[config.mk]
export PLATFORM = sky130hd
export DESIGN_NAME = wb_commit
export DESIGN_NICKNAME = d
export VERILOG_FILES = /design/src/rtl/wb_pkg.sv /design/src/rtl/wb_fifo.sv /design/src/rtl/wb_commit.sv
export SDC_FILE = /design/constraint.sdc
export NUM_CORES = 1
export LEC_CHECK = 0
export ABC_CLOCK_PERIOD_IN_PS = 5100
export CAP_MARGIN = 20
export CELL_PAD_IN_SITES_DETAIL_PLACEMENT = 0
export CELL_PAD_IN_SITES_GLOBAL_PLACEMENT = 2
export CORE_AREA = 2 2 148 150
export CTS_BUF_LIST = sky130_fd_sc_hd__clkbuf_4 sky130_fd_sc_hd__clkbuf_8
export DETAILED_ROUTE_END_ITERATION = 6
export DIE_AREA = 0 0 150 152
export PLACE_DENSITY_LB_ADDON = 0.3
export SLEW_MARGIN = 10
export SYNTH_ARGS = -nofsm -noshare
export SYNTH_HDL_FRONTEND = slang
export SYNTH_SLANG_ARGS = --single-unit
[constraint.sdc]
create_clock -name clk -period 5.1 [get_ports clk]
set_input_delay 0.51 -clock clk [delete_from_list [all_inputs] [get_ports clk]]
set_output_delay 0.51 -clock clk [all_outputs]
set_load 0.1 [all_outputs]
[src/rtl/wb_pkg.sv]
// Shared write-back definitions: opcode constants, the opcode class decode,
// the commit FSM state type and the queued-result entry layout. The ALU and
// decoder import the same package, so opcode values are defined only here.
package wb_pkg;

  // Field widths inside a queued entry. They are the largest widths any
  // wb_commit instance may use (DATA_W <= 64, ADDR_W <= 32). Narrower
  // instances zero-extend on the way in and slice on the way out.
  localparam int WB_MAX_DATA_W = 64;
  localparam int WB_MAX_ADDR_W = 32;
  localparam int OP_W          = 5;

  localparam logic [OP_W-1:0] OP_NOP = 5'd0;
  localparam logic [OP_W-1:0] OP_ADD = 5'd1;
  localparam logic [OP_W-1:0] OP_SUB = 5'd2;
  localparam logic [OP_W-1:0] OP_AND = 5'd3;
  localparam logic [OP_W-1:0] OP_OR  = 5'd4;
  localparam logic [OP_W-1:0] OP_XOR = 5'd5;
  localparam logic [OP_W-1:0] OP_SHL = 5'd6;
  localparam logic [OP_W-1:0] OP_JMP = 5'd7;
  localparam logic [OP_W-1:0] OP_BNZ = 5'd8;
  localparam logic [OP_W-1:0] OP_SHR = 5'd9;
  localparam logic [OP_W-1:0] OP_GP  = 5'd10;

  typedef enum logic [1:0] {
    CLS_DROP,
    CLS_WRITE,
    CLS_BRANCH,
    CLS_ILLEGAL
  } op_class_e;

  typedef enum logic {
    ST_RUN,
    ST_FLUSH
  } wb_state_e;

  typedef struct packed {
    logic [OP_W-1:0]          op;
    logic [WB_MAX_ADDR_W-1:0] rd;
    logic [WB_MAX_ADDR_W-1:0] br;
    logic [WB_MAX_DATA_W-1:0] data;
  } wb_entry_t;

  // Map an opcode to what the commit stage has to do with it.
  function automatic op_class_e classify_op(input logic [OP_W-1:0] op);
    op_class_e cls;
    case (op)
      OP_NOP:                         cls = CLS_DROP;
      OP_ADD, OP_SUB, OP_AND, OP_OR,
      OP_XOR, OP_SHL, OP_SHR, OP_GP:  cls = CLS_WRITE;
      OP_JMP, OP_BNZ:                 cls = CLS_BRANCH;
      default:                        cls = CLS_ILLEGAL;
    endcase
    return cls;
  endfunction

endpackage

[src/rtl/wb_fifo.sv]
// Two-entry in-order result buffer for the commit stage. Clear wins over
// push and pop in the same cycle so a flush also drops anything arriving
// alongside it. Pushes when full and pops when empty are ignored.
module wb_fifo
  import wb_pkg::*;
(
  input  logic       clk,
  input  logic       rst,
  input  logic       push,
  input  logic       pop,
  input  logic       clear,
  input  wb_entry_t  wr_entry,
  output wb_entry_t  head,
  output wb_entry_t  next,
  output logic [1:0] count,
  output logic       full,
  output logic       empty
);

  wb_entry_t mem [2];
  logic      rd_ptr;
  logic      wr_ptr;
  logic      push_ok;
  logic      pop_ok;

  assign full    = (count == 2'd2);
  assign empty   = (count == 2'd0);
  assign push_ok = push && !full;
  assign pop_ok  = pop && !empty;
  assign head    = mem[rd_ptr];
  assign next    = mem[~rd_ptr];

  // Storage, pointers and occupancy; clear empties the buffer in one cycle.
  always_ff @(posedge clk or posedge rst) begin
    if (rst) begin
      for (int i = 0; i < 2; i++) mem[i] <= '0;
      rd_ptr <= 1'b0;
      wr_ptr <= 1'b0;
      count  <= 2'd0;
    end else if (clear) begin
      rd_ptr <= 1'b0;
      wr_ptr <= 1'b0;
      count  <= 2'd0;
    end else begin
      if (push_ok) begin
        mem[wr_ptr] <= wr_entry;
        wr_ptr      <= ~wr_ptr;
      end
      if (pop_ok) rd_ptr <= ~rd_ptr;
      case ({push_ok, pop_ok})
        2'b10:   count <= count + 2'd1;
        2'b01:   count <= count - 2'd1;
        default: count <= count;
      endcase
    end
  end

endmodule

[src/rtl/wb_commit.sv]
// Write-back / commit stage. Buffers ALU results in a two-entry FIFO and
// retires the head in order: register writes (held until the register
// file is ready), dropped NOPs, sticky illegal-opcode reporting and taken
// branches, which redirect fetch and flush everything younger.
// Optional feature: define WB_COMMIT_FWD_EN to add the fwd_addr / fwd_hit /
// fwd_data lookup of queued writes (youngest matching entry wins).
module wb_commit
  import wb_pkg::*;
#(
  parameter int DATA_W = 32,
  parameter int ADDR_W = 7
) (
`ifdef WB_COMMIT_FWD_EN
  input  logic [ADDR_W-1:0] fwd_addr,
  output logic              fwd_hit,
  output logic [DATA_W-1:0] fwd_data,
`endif
  input  logic              clk,
  input  logic              rst,
  input  logic              in_valid,
  output logic              in_ready,
  input  logic [4:0]        OpCode,
  input  logic [ADDR_W-1:0] RdOut,
  input  logic [ADDR_W-1:0] branchResult,
  input  logic [DATA_W-1:0] AluResult,
  output logic              rf_we,
  output logic [ADDR_W-1:0] rf_waddr,
  output logic [DATA_W-1:0] rf_wdata,
  input  logic              rf_ready,
  output logic              redirect_valid,
  output logic [ADDR_W-1:0] redirect_pc,
  output logic              illegal_op
);

  wb_state_e state_q;
  wb_state_e state_d;
  wb_entry_t wr_entry;
  wb_entry_t head;
  wb_entry_t next_e;
  op_class_e head_cls;
  logic [1:0] count;
  logic      full;
  logic      empty;
  logic      push;
  logic      pop;
  logic      clear;
  logic      set_illegal;
  logic      illegal_q;
  logic      unused_bits;

  // in_ready depends only on registered state, so a pop in the same cycle
  // never lets a new entry slip into a full buffer.
  assign in_ready    = !full && (state_q == ST_RUN);
  assign push        = in_valid && in_ready;
  assign head_cls    = classify_op(head.op);
  assign illegal_op  = illegal_q;
  assign unused_bits = ^{head, next_e, count};

  // Widen the incoming result into the shared entry layout.
  always_comb begin
    wr_entry      = '0;
    wr_entry.op   = OpCode;
    wr_entry.rd   = WB_MAX_ADDR_W'(RdOut);
    wr_entry.br   = WB_MAX_ADDR_W'(branchResult);
    wr_entry.data = WB_MAX_DATA_W'(AluResult);
  end

  wb_fifo u_fifo (
    .clk      (clk),
    .rst      (rst),
    .push     (push),
    .pop      (pop),
    .clear    (clear),
    .wr_entry (wr_entry),
    .head     (head),
    .next     (next_e),
    .count    (count),
    .full     (full),
    .empty    (empty)
  );

  // Commit state register: FLUSH lasts exactly one cycle after a redirect.
  always_ff @(posedge clk or posedge rst) begin
    if (rst) state_q <= ST_RUN;
    else     state_q <= state_d;
  end

  // Sticky illegal-opcode flag, cleared only by reset.
  always_ff @(posedge clk or posedge rst) begin
    if (rst)              illegal_q <= 1'b0;
    else if (set_illegal) illegal_q <= 1'b1;
  end

  // Retire decision for the head entry plus all commit-side outputs.
  always_comb begin
    state_d        = state_q;
    pop            = 1'b0;
    clear          = 1'b0;
    set_illegal    = 1'b0;
    rf_we          = 1'b0;
    rf_waddr       = '0;
    rf_wdata       = '0;
    redirect_valid = 1'b0;
    redirect_pc    = '0;
    case (state_q)
      ST_RUN: begin
        if (!empty) begin
          case (head_cls)
            CLS_WRITE: begin
              rf_we    = 1'b1;
              rf_waddr = head.rd[ADDR_W-1:0];
              rf_wdata = head.data[DATA_W-1:0];
              pop      = rf_ready;
            end
            CLS_BRANCH: begin
              pop = 1'b1;
              if ((head.op == OP_JMP) || (head.br[ADDR_W-1:0] != '0)) begin
                redirect_valid = 1'b1;
                redirect_pc    = head.br[ADDR_W-1:0];
                clear          = 1'b1;
                state_d        = ST_FLUSH;
              end
            end
            CLS_ILLEGAL: begin
              pop         = 1'b1;
              set_illegal = 1'b1;
            end
            default: pop = 1'b1;
          endcase
        end
      end
      ST_FLUSH: state_d = ST_RUN;
      default:  state_d = ST_RUN;
    endcase
  end

`ifdef WB_COMMIT_FWD_EN
  // Forward the youngest queued write whose destination matches fwd_addr.
  always_comb begin
    fwd_hit  = 1'b0;
    fwd_data = '0;
    if ((count == 2'd2) && (classify_op(next_e.op) == CLS_WRITE) &&
        (next_e.rd[ADDR_W-1:0] == fwd_addr)) begin
      fwd_hit  = 1'b1;
      fwd_data = next_e.data[DATA_W-1:0];
    end else if ((count != 2'd0) && (head_cls == CLS_WRITE) &&
                 (head.rd[ADDR_W-1:0] == fwd_addr)) begin
      fwd_hit  = 1'b1;
      fwd_data = head.data[DATA_W-1:0];
    end
  end
`endif

endmodule

==> flow_metrics.py, run 1 <==
metrics = {
    "min_path": {
        "min_path_type": "flip-flop to flip-flop",
    },
    "status": {
        "status": "completed",
    },
    "floorplanning": {
        "fp.coreArea_um2": 21350,
        "ios": 105,
        "rows": 54,
        "die_y_um": 152,
        "initial_core_util_pct": 24.55,
        "die_area_um2": 22800,
        "dieWidth_um": 150,
    },
    "clock_tree": {
        "clk_path_buf_depth": 2,
        "hold_buffers": 0,
        "numCtsBuffers": 9,
        "cts.sinks": 108,
        "clk_pin_slew_ns": 0.10,
        "cts-resized-gates": 0,
        "cts_tree": "built",
        "htreeDepth": 3,
        "cts_setup_buffers": 0,
        "clkLatencyLatePin_ns": 0.38,
        "clock-root-buffer": "clkbuf_8",
    },
    "synth": {
        "post_synth_instance_area_um2": 5243,
        "ys_seq_area_share_pct": 51.55,
        "netlist_top_cells_area": "dfrtp_1 52%, mux2_4 14%, mux2_2 11%",
        "synth-edff-count": 0,
        "synth_top_area_share_pct": 51.55,
        "synth_nets": 441,
        "ys_top_cells_by_count": "108 x dfrtp_1, 53 x nor2_1, 51 x mux2i_1",
        "async_flop_share_pct": 100.0,
        "synthCells": 384,
        "synthFlopType": "dfrtp_1",
        "synth_seq_cells": 108,
        "avgSynthCellArea_um2": 13.65,
        "yosys.area.top_type": "dfrtp_1",
        "yosys_warnings": 0,
        "ys_types": 36,
        "yosysMostFrequentCell": "dfrtp_1",
    },
    "worst_setup_path": {
        "arrival_ns": 3.77,
        "crit_family": "buffers and inverters",
        "max_stage_delay_ns": 1.18,
        "path_class": "flip-flop to primary output",
        "crit_required_ns": 4.59,
        "critPathBufInv": 1,
        "cp_slowest_cell": "clkdlybuf4s50_1",
        "crit_fanout": 34,
        "cp-start-kind": "flip-flop",
        "crit_path_cell_trace": "mux2i_1 > ha_1 > o21ai_0 > a21o_1 > nand2_1 > nor3_1 > clkdlybuf4s50_1",
        "worstSetupEndpointType": "primary output",
    },
    "cells_and_area": {
        "fillCellCount": 2184,
        "drive_gt1_share_pct": 34.98,
        "final_nets": 538,
        "multi_input_area_um2": 2381,
        "regArea_um2": 2706,
        "syn_to_final_growth_pct": 27.09,
        "diodes": 0,
    },
    "detailed_routing": {
        "final_antenna_net_count": 0,
        "viasPerCell": 4.257,
        "drc": 0,
        "wl_um": 12050,
        "routed-via-count": 3261,
        "drt_iter0_markers": 75,
        "routedWlPerCell_um": 15.73,
        "firstDrtPassIters": 4,
    },
    "grt": {
        "grt_pass1_wl_um": 19930,
        "antenna_found_initial": 0,
        "track_usage_pct": 11.18,
        "grt_pass1_vias": 3576,
        "grt-ovfl-total": 0,
        "grt_max_degree": 62,
    },
    "sta": {
        "fin_crit_ns": 4.283,
        "finalClockSkew_ns": 0.01027,
        "finalMaxSlewViolations": 0,
        "period_share_pct": 83.99,
        "setup_viol": 0,
        "worst_pin_slew_ns": 0.9736,
        "hold_viol_final": 0,
        "hold_ws_ns": 0.4873,
        "max_freq_mhz": 233.5,
        "relSlewSlack_pct": 34.89,
        "rsz0062_at_grt": "no",
        "fin_setup_tns_ns": 0,
    },
    "job": {
        "maxCapViolCount": 0,
    },
    "placement": {
        "hpwl_um": 7950,
        "gp_congestion": 0.6821,
        "portBuffers": 104,
    },
}
[worst paths after layout]
kind	start	endpoint	slack (ns)	depth (start not counted)
min reg2reg	illegal_op	illegal_op	0.49	1
max in group asynchronous	rst	u_fifo.mem[70]	3.34	3
min	illegal_op	illegal_op	0.49	1
max	u_fifo.rd_ptr	redirect_pc[6]	0.82	7
min in group asynchronous	rst	u_fifo.mem[262]	0.64	2
max reg2reg	u_fifo.rd_ptr	u_fifo.mem[156]	1.45	8
[sequential cells by signal, indices dropped and copies added (netlist names)]
| name | count |
|---|---|
| u_fifo.mem | 102 |
| state_q | 1 |
| illegal_op | 1 |
| u_fifo.count | 2 |
| u_fifo.rd_ptr | 1 |
| u_fifo.wr_ptr | 1 |
[layer usage]
metal,GRT usage (%),part of all wire [%],vias to the layer above
met4,4.447,1.6,0
met2,17.48,46,71
li1,-,-,1534
met5,0,0,-
met3,2.012,4.1,12
met1,15.28,48,1644
[worst register-to-register path: cells and delay by family, from the launching register on]
kind            cells  cell delay (ns)
compound gates      1             0.31
flops               1             0.80
mux                 1             0.34
buf+inv             2             1.01
simple gates        4             1.09
[per-stage QoR]
stage	area, µm²	setup WS, ns	cells	utilization, %
after floorplan	5243	0.6730	384	-
after global placement	6456	1.246	750	30.24
after detailed placement	6456	1.195	750	30.24
after CTS	6663	0.7593	766	31.21
after global routing	6663	0.5298	766	31.21
final	6663	0.8165	766	31.21
[area by class of cell]
| type | instances | share of cell area [%] |
|---|---|---|
| clock inverter | 5 | 0.9202 |
| sequential | 108 | 40.62 |
| timing repair buffer | 108 | 14.91 |
| inverter | 6 | 0.3756 |
| clock buffer | 11 | 2.178 |
| multi-input combinational | 248 | 35.74 |
| tap | 280 | 5.258 |
[layout by cell type, fill, tap and decap left out, types with 2 or more instances in the layout]
master	count
a21o_1	2
a31oi_1	2
buf_12	2
buf_4	43
clkbuf_8	10
clkdlybuf4s50_1	63
clkinvlp_4	3
dfrtp_1	107
ha_1	2
inv_1	5
mux2_1	3
mux2_2	50
mux2_4	50
mux2i_1	51
nand2_1	3
nand2b_1	2
nor2_1	53
nor3_1	2
nor3b_1	2
nor4_1	2
nor4b_1	2
nor4bb_1	2
o21ai_0	3
xnor2_1	3
[cell families (layout without fill, tap and decap cells)]
family / after synthesis / in the layout / share of synthesized area, %
compound gates: 12 / 12 / 1.933
buf+inv: 28 / 130 / 3.174
flops: 108 / 108 / 51.55
fa+ha+maj: 2 / 2 / 0.4773
mux: 154 / 154 / 35.44
simple gates: 76 / 76 / 6.754
xor+xnor: 4 / 4 / 0.6684
Power of run 1 is left out: the tool's default activity adds up to more than one toggle a clock period on the data nets, which glitch-free logic cannot reach.
==> run 2: changes to the inputs <==
Settings changed: ABC_CLOCK_PERIOD_IN_PS 5100 to 4100.
Clock period 5.1 ns to 4.1 ns, I/O delays scaled along.
==> flow_metrics.py, run 2 (same netlist as run 1, synthesis figures left out) <==
metrics = {
    "placement": {
        "dp_slack_ns": 0.7415,
        "portBuffers": 104,
        "hpwl_um": 8650,
        "dpl-instance-area_um2": 6491,
        "dp.cells": 758,
        "gp_congestion": 0.7139,
    },
    "worst_setup_path": {
        "setup.worst_path.start": "u_fifo.rd_ptr",
        "worstSetupEndpointType": "primary output",
        "timing.reg2reg.setup_slack_ns": 0.79,
        "path_class": "flip-flop to primary output",
        "r2r-end": "u_fifo.mem[135]",
        "cp-start-kind": "flip-flop",
        "r2r-start": "u_fifo.rd_ptr",
        "worstRegToRegCells": 8,
        "arrival_ns": 3.23,
        "crit_required_ns": 3.69,
        "crit_fanout": 30,
    },
    "sta": {
        "fin_crit_ns": 3.638,
        "finalMaxSlewViolations": 0,
        "setup_slack_ns": 0.4623,
        "period_share_pct": 88.72,
        "max_freq_mhz": 274.9,
        "fin_setup_tns_ns": 0,
        "finalClockSkew_ns": 0.01082,
        "hold_viol_final": 0,
        "rsz0062_at_grt": "no",
        "relSlewSlack_pct": 35.08,
        "worst_pin_slew_ns": 0.9707,
        "setup_viol": 0,
    },
    "clock_tree": {
        "clock-root-buffer": "clkbuf_8",
        "numCtsBuffers": 9,
        "clk_path_buf_depth": 2,
        "cts_setup_buffers": 0,
        "clk_pin_slew_ns": 0.10,
        "cts_tree": "built",
        "htreeDepth": 3,
        "clkLatencyLatePin_ns": 0.38,
        "hold_buffers": 0,
        "cts-resized-gates": 0,
        "cts.sinks": 108,
    },
    "cells_and_area": {
        "largest_register": "u_fifo.mem",
        "drive_gt1_share_pct": 37.78,
        "mostFrequentLayoutCells": "107 x dfrtp_1, 59 x buf_4, 56 x clkdlybuf4s50_1",
        "regArea_um2": 2706,
        "diodes": 0,
        "layout_commonest_cell": "dfrtp_1",
        "multi_input_area_um2": 2386,
        "syn_to_final_growth_pct": 28.69,
        "largest_reg_flops": 102,
        "stdcell_count": 775,
        "final_nets": 547,
        "stdcell_area_um2": 6746,
        "fillCellCount": 2194,
        "reg_top3": "u_fifo.mem: 102 flops, u_fifo.count: 2 flops",
    },
    "detailed_routing": {
        "routed-via-count": 3316,
        "viasPerCell": 4.279,
        "drc": 0,
        "firstDrtPassIters": 4,
        "wl_um": 12510,
        "drt_iter0_markers": 89,
        "final_antenna_net_count": 0,
        "routedWlPerCell_um": 16.14,
    },
    "floorplanning": {
        "dieWidth_um": 150,
        "fp.coreArea_um2": 21350,
        "die_area_um2": 22800,
        "ios": 105,
        "rows": 54,
        "die_y_um": 152,
        "initial_core_util_pct": 24.55,
    },
    "min_path": {
        "min_path_type": "input port to async pin",
    },
    "grt": {
        "grt_pass1_vias": 3700,
        "grt_pass1_wl_um": 20010,
        "grt_max_degree": 79,
        "antenna_found_initial": 0,
        "track_usage_pct": 11.33,
        "grt-ovfl-total": 0,
    },
    "job": {
        "maxCapViolCount": 0,
    },
    "status": {
        "status": "completed",
    },
}
-- run 2: cell count changes in the layout (fill, tap and decap cells not counted) --
cell,previous run,this run
clkdlybuf4s50_1,63,56
nor3_1,2,1
clkinv_2,0,1
nor3_2,1,2
buf_16,0,1
buf_4,43,59
bufinv_16,1,2
inv_6,0,1
clkinvlp_4,3,0
buf_12,2,1
-- run 2: final cells by class --
cell class / count / area share, %
clock buffer: 11 / 2.151
clock inverter: 5 / 1.224
inverter: 6 / 0.3709
multi-input combinational: 248 / 35.37
sequential: 108 / 40.12
tap: 280 / 5.193
timing repair buffer: 117 / 15.58
-- run 2: worst max-delay path by stage --
stage,endpoint,slack [ns],depth (start not counted)
6_report,rf_waddr[5],0.46,7
5_1_grt,rf_waddr[5],0.21,7
4_1_cts,rf_waddr[5],0.35,7
3_5_place_dp,u_fifo.mem[159],0.74,8
3_3_place_gp,rf_wdata[8],0.78,7
2_1_floorplan,rf_waddr[0],0.43,11
-- run 2: metrics by stage --
step                      utilization, %  hold WS [ns]
after floorplan                        -        0.4635
after global placement             30.40        0.4759
after detailed placement           30.40        0.4771
after CTS                          31.47        0.5014
after global routing               31.60        0.3193
final                              31.60        0.3193
-- run 2: routing by layer --
metal	global-route usage, %	routed length [µm]
met1	14.44	5626
met2	18.74	6139
met3	3.183	573
met4	3.145	170
met5	0	0
-- run 2: worst max-delay path, cell delays in order (launching register included) --
cell and delay, ns:
dfrtp_4 0.59, buf_4 0.49, mux2_2 0.43, nor2_1 0.14, nand2_2 0.40, buf_4 0.35
nor2_1 0.13, buf_4 0.30
Power of run 2 is left out for the same reason.
==> run 3: changes to the inputs <==
Settings changed: CELL_PAD_IN_SITES_DETAIL_PLACEMENT 0 to not set, CELL_PAD_IN_SITES_GLOBAL_PLACEMENT 2 to not set.
==> flow_metrics.py, run 3 (same netlist as run 1, synthesis figures left out) <==
metrics = {
    "status": {
        "status": "completed",
    },
    "cells_and_area": {
        "final_nets": 541,
        "diodes": 0,
        "fillCellCount": 2122,
        "stdcell_area_um2": 7167,
        "largest_reg_flops": 102,
        "syn_to_final_growth_pct": 36.71,
        "drive_gt1_share_pct": 37.01,
        "largest_register": "u_fifo.mem",
        "mostFrequentLayoutCells": "107 x dfrtp_1, 56 x clkdlybuf4s50_1, 53 x nor2_1",
        "reg_top3": "u_fifo.mem: 102 flops, u_fifo.count: 2 flops",
        "layout_commonest_cell": "dfrtp_1",
    },
    "detailed_routing": {
        "drt_iter0_markers": 94,
        "viasPerCell": 4.360,
        "firstDrtPassIters": 4,
        "final_antenna_net_count": 0,
        "wl_um": 12350,
        "drc": 0,
        "routedWlPerCell_um": 16.05,
        "routed-via-count": 3353,
    },
    "grt": {
        "grt-ovfl-total": 0,
        "grt_pass1_wl_um": 20160,
        "grt-busiest-layer": "met2",
        "met2_usage_pct": 18.68,
        "grt_use_met1_pct": 14.46,
        "track_usage_pct": 11.28,
        "use_met3_pct": 3.213,
        "antenna_found_initial": 0,
        "grt_max_degree": 52,
        "grt_pass1_vias": 3723,
    },
    "sta": {
        "fin_crit_ns": 3.761,
        "finalClockSkew_ns": 0.02240,
        "fin_setup_tns_ns": 0,
        "setup_viol": 0,
        "rsz0062_at_grt": "no",
        "relSlewSlack_pct": 35.50,
        "hold_viol_final": 0,
        "finalMaxSlewViolations": 0,
        "max_freq_mhz": 265.9,
        "period_share_pct": 91.73,
        "setup_slack_ns": 0.3391,
        "worst_pin_slew_ns": 0.9645,
    },
    "worst_setup_path": {
        "critPathBufInv": 2,
        "crit_fanout": 39,
        "cp_slowest_cell": "dfrtp_4",
        "crit_family": "flip-flops",
        "arrival_ns": 3.35,
        "path_class": "flip-flop to primary output",
        "crit_path_cell_trace": "mux2i_1 > ha_1 > o21ai_0 > o22a_1 > nor2_1 > nand2_2 > buf_12 > nor2_1 > buf_12",
        "crit_required_ns": 3.69,
        "cp-start-kind": "flip-flop",
        "worstSetupEndpointType": "primary output",
        "max_stage_delay_ns": 0.85,
    },
    "clock_tree": {
        "clk_pin_slew_ns": 0.11,
        "htreeDepth": 3,
        "clk_path_buf_depth": 2,
        "hold_buffers": 0,
        "cts_setup_buffers": 0,
        "numCtsBuffers": 9,
        "clkLatencyLatePin_ns": 0.39,
        "cts-resized-gates": 0,
        "cts.sinks": 108,
        "clock-root-buffer": "clkbuf_8",
        "cts_tree": "built",
    },
    "floorplanning": {
        "die_y_um": 152,
        "die_area_um2": 22800,
        "ios": 105,
        "fp.coreArea_um2": 21350,
        "initial_core_util_pct": 24.55,
        "dieWidth_um": 150,
        "rows": 54,
    },
    "job": {
        "maxCapViolCount": 0,
    },
    "placement": {
        "hpwl_um": 8528,
        "portBuffers": 104,
        "dp_slack_ns": 0.6978,
        "gp_congestion": 0.7507,
        "dpl-instance-area_um2": 6979,
    },
    "min_path": {
        "min_path_type": "input port to async pin",
    },
}
## run 3: cell count changes in the layout (fill, tap and decap cells not counted), sizes merged
cell    before  now
bufinv       2    0
inv          7   11
clkbuf      11    9
buf         61   55
## run 3: through the flow
stage	hold WS (ns)	utilization, %	instances
global route	0.4433	33.57	769
global placement	0.4738	32.69	753
finish	0.4177	33.57	769
detailed placement	0.4850	32.69	753
CTS	0.4131	33.57	769
floorplan	0.4635	-	384
## run 3: layer usage
layer,wire length [µm],vias up
li1,-,1541
met1,5568,1725
met2,6023,77
met3,623,10
met4,129,0
met5,0,-
## run 3: final cells by class
| cell class | instances | area [µm²] | area share [%] |
|---|---|---|---|
| sequential | 108 | 2706 | 37.76 |
| multi-input combinational | 248 | 2386 | 33.29 |
| timing repair buffer | 111 | 1511 | 21.09 |
| tap | 280 | 350.3 | 4.888 |
| clock buffer | 9 | 123.9 | 1.728 |
| clock inverter | 7 | 63.81 | 0.8904 |
| inverter | 6 | 25.02 | 0.3492 |
## run 3: final timing paths
check / startpoint / to / slack [ns] / cells past startpoint
setup / recovery: u_fifo.rd_ptr / rf_wdata[16] / 0.34 / 9
hold / removal: rst / u_fifo.mem[6] / 0.42 / 2
setup reg to reg: u_fifo.rd_ptr / u_fifo.mem[9] / 0.72 / 9
hold reg to reg: u_fifo.mem[156] / u_fifo.mem[156] / 0.51 / 1
max in group asynchronous: rst / u_fifo.rd_ptr / 2.77 / 3
min in group clk: u_fifo.mem[156] / u_fifo.mem[156] / 0.51 / 1
Power of run 3 is left out for the same reason.
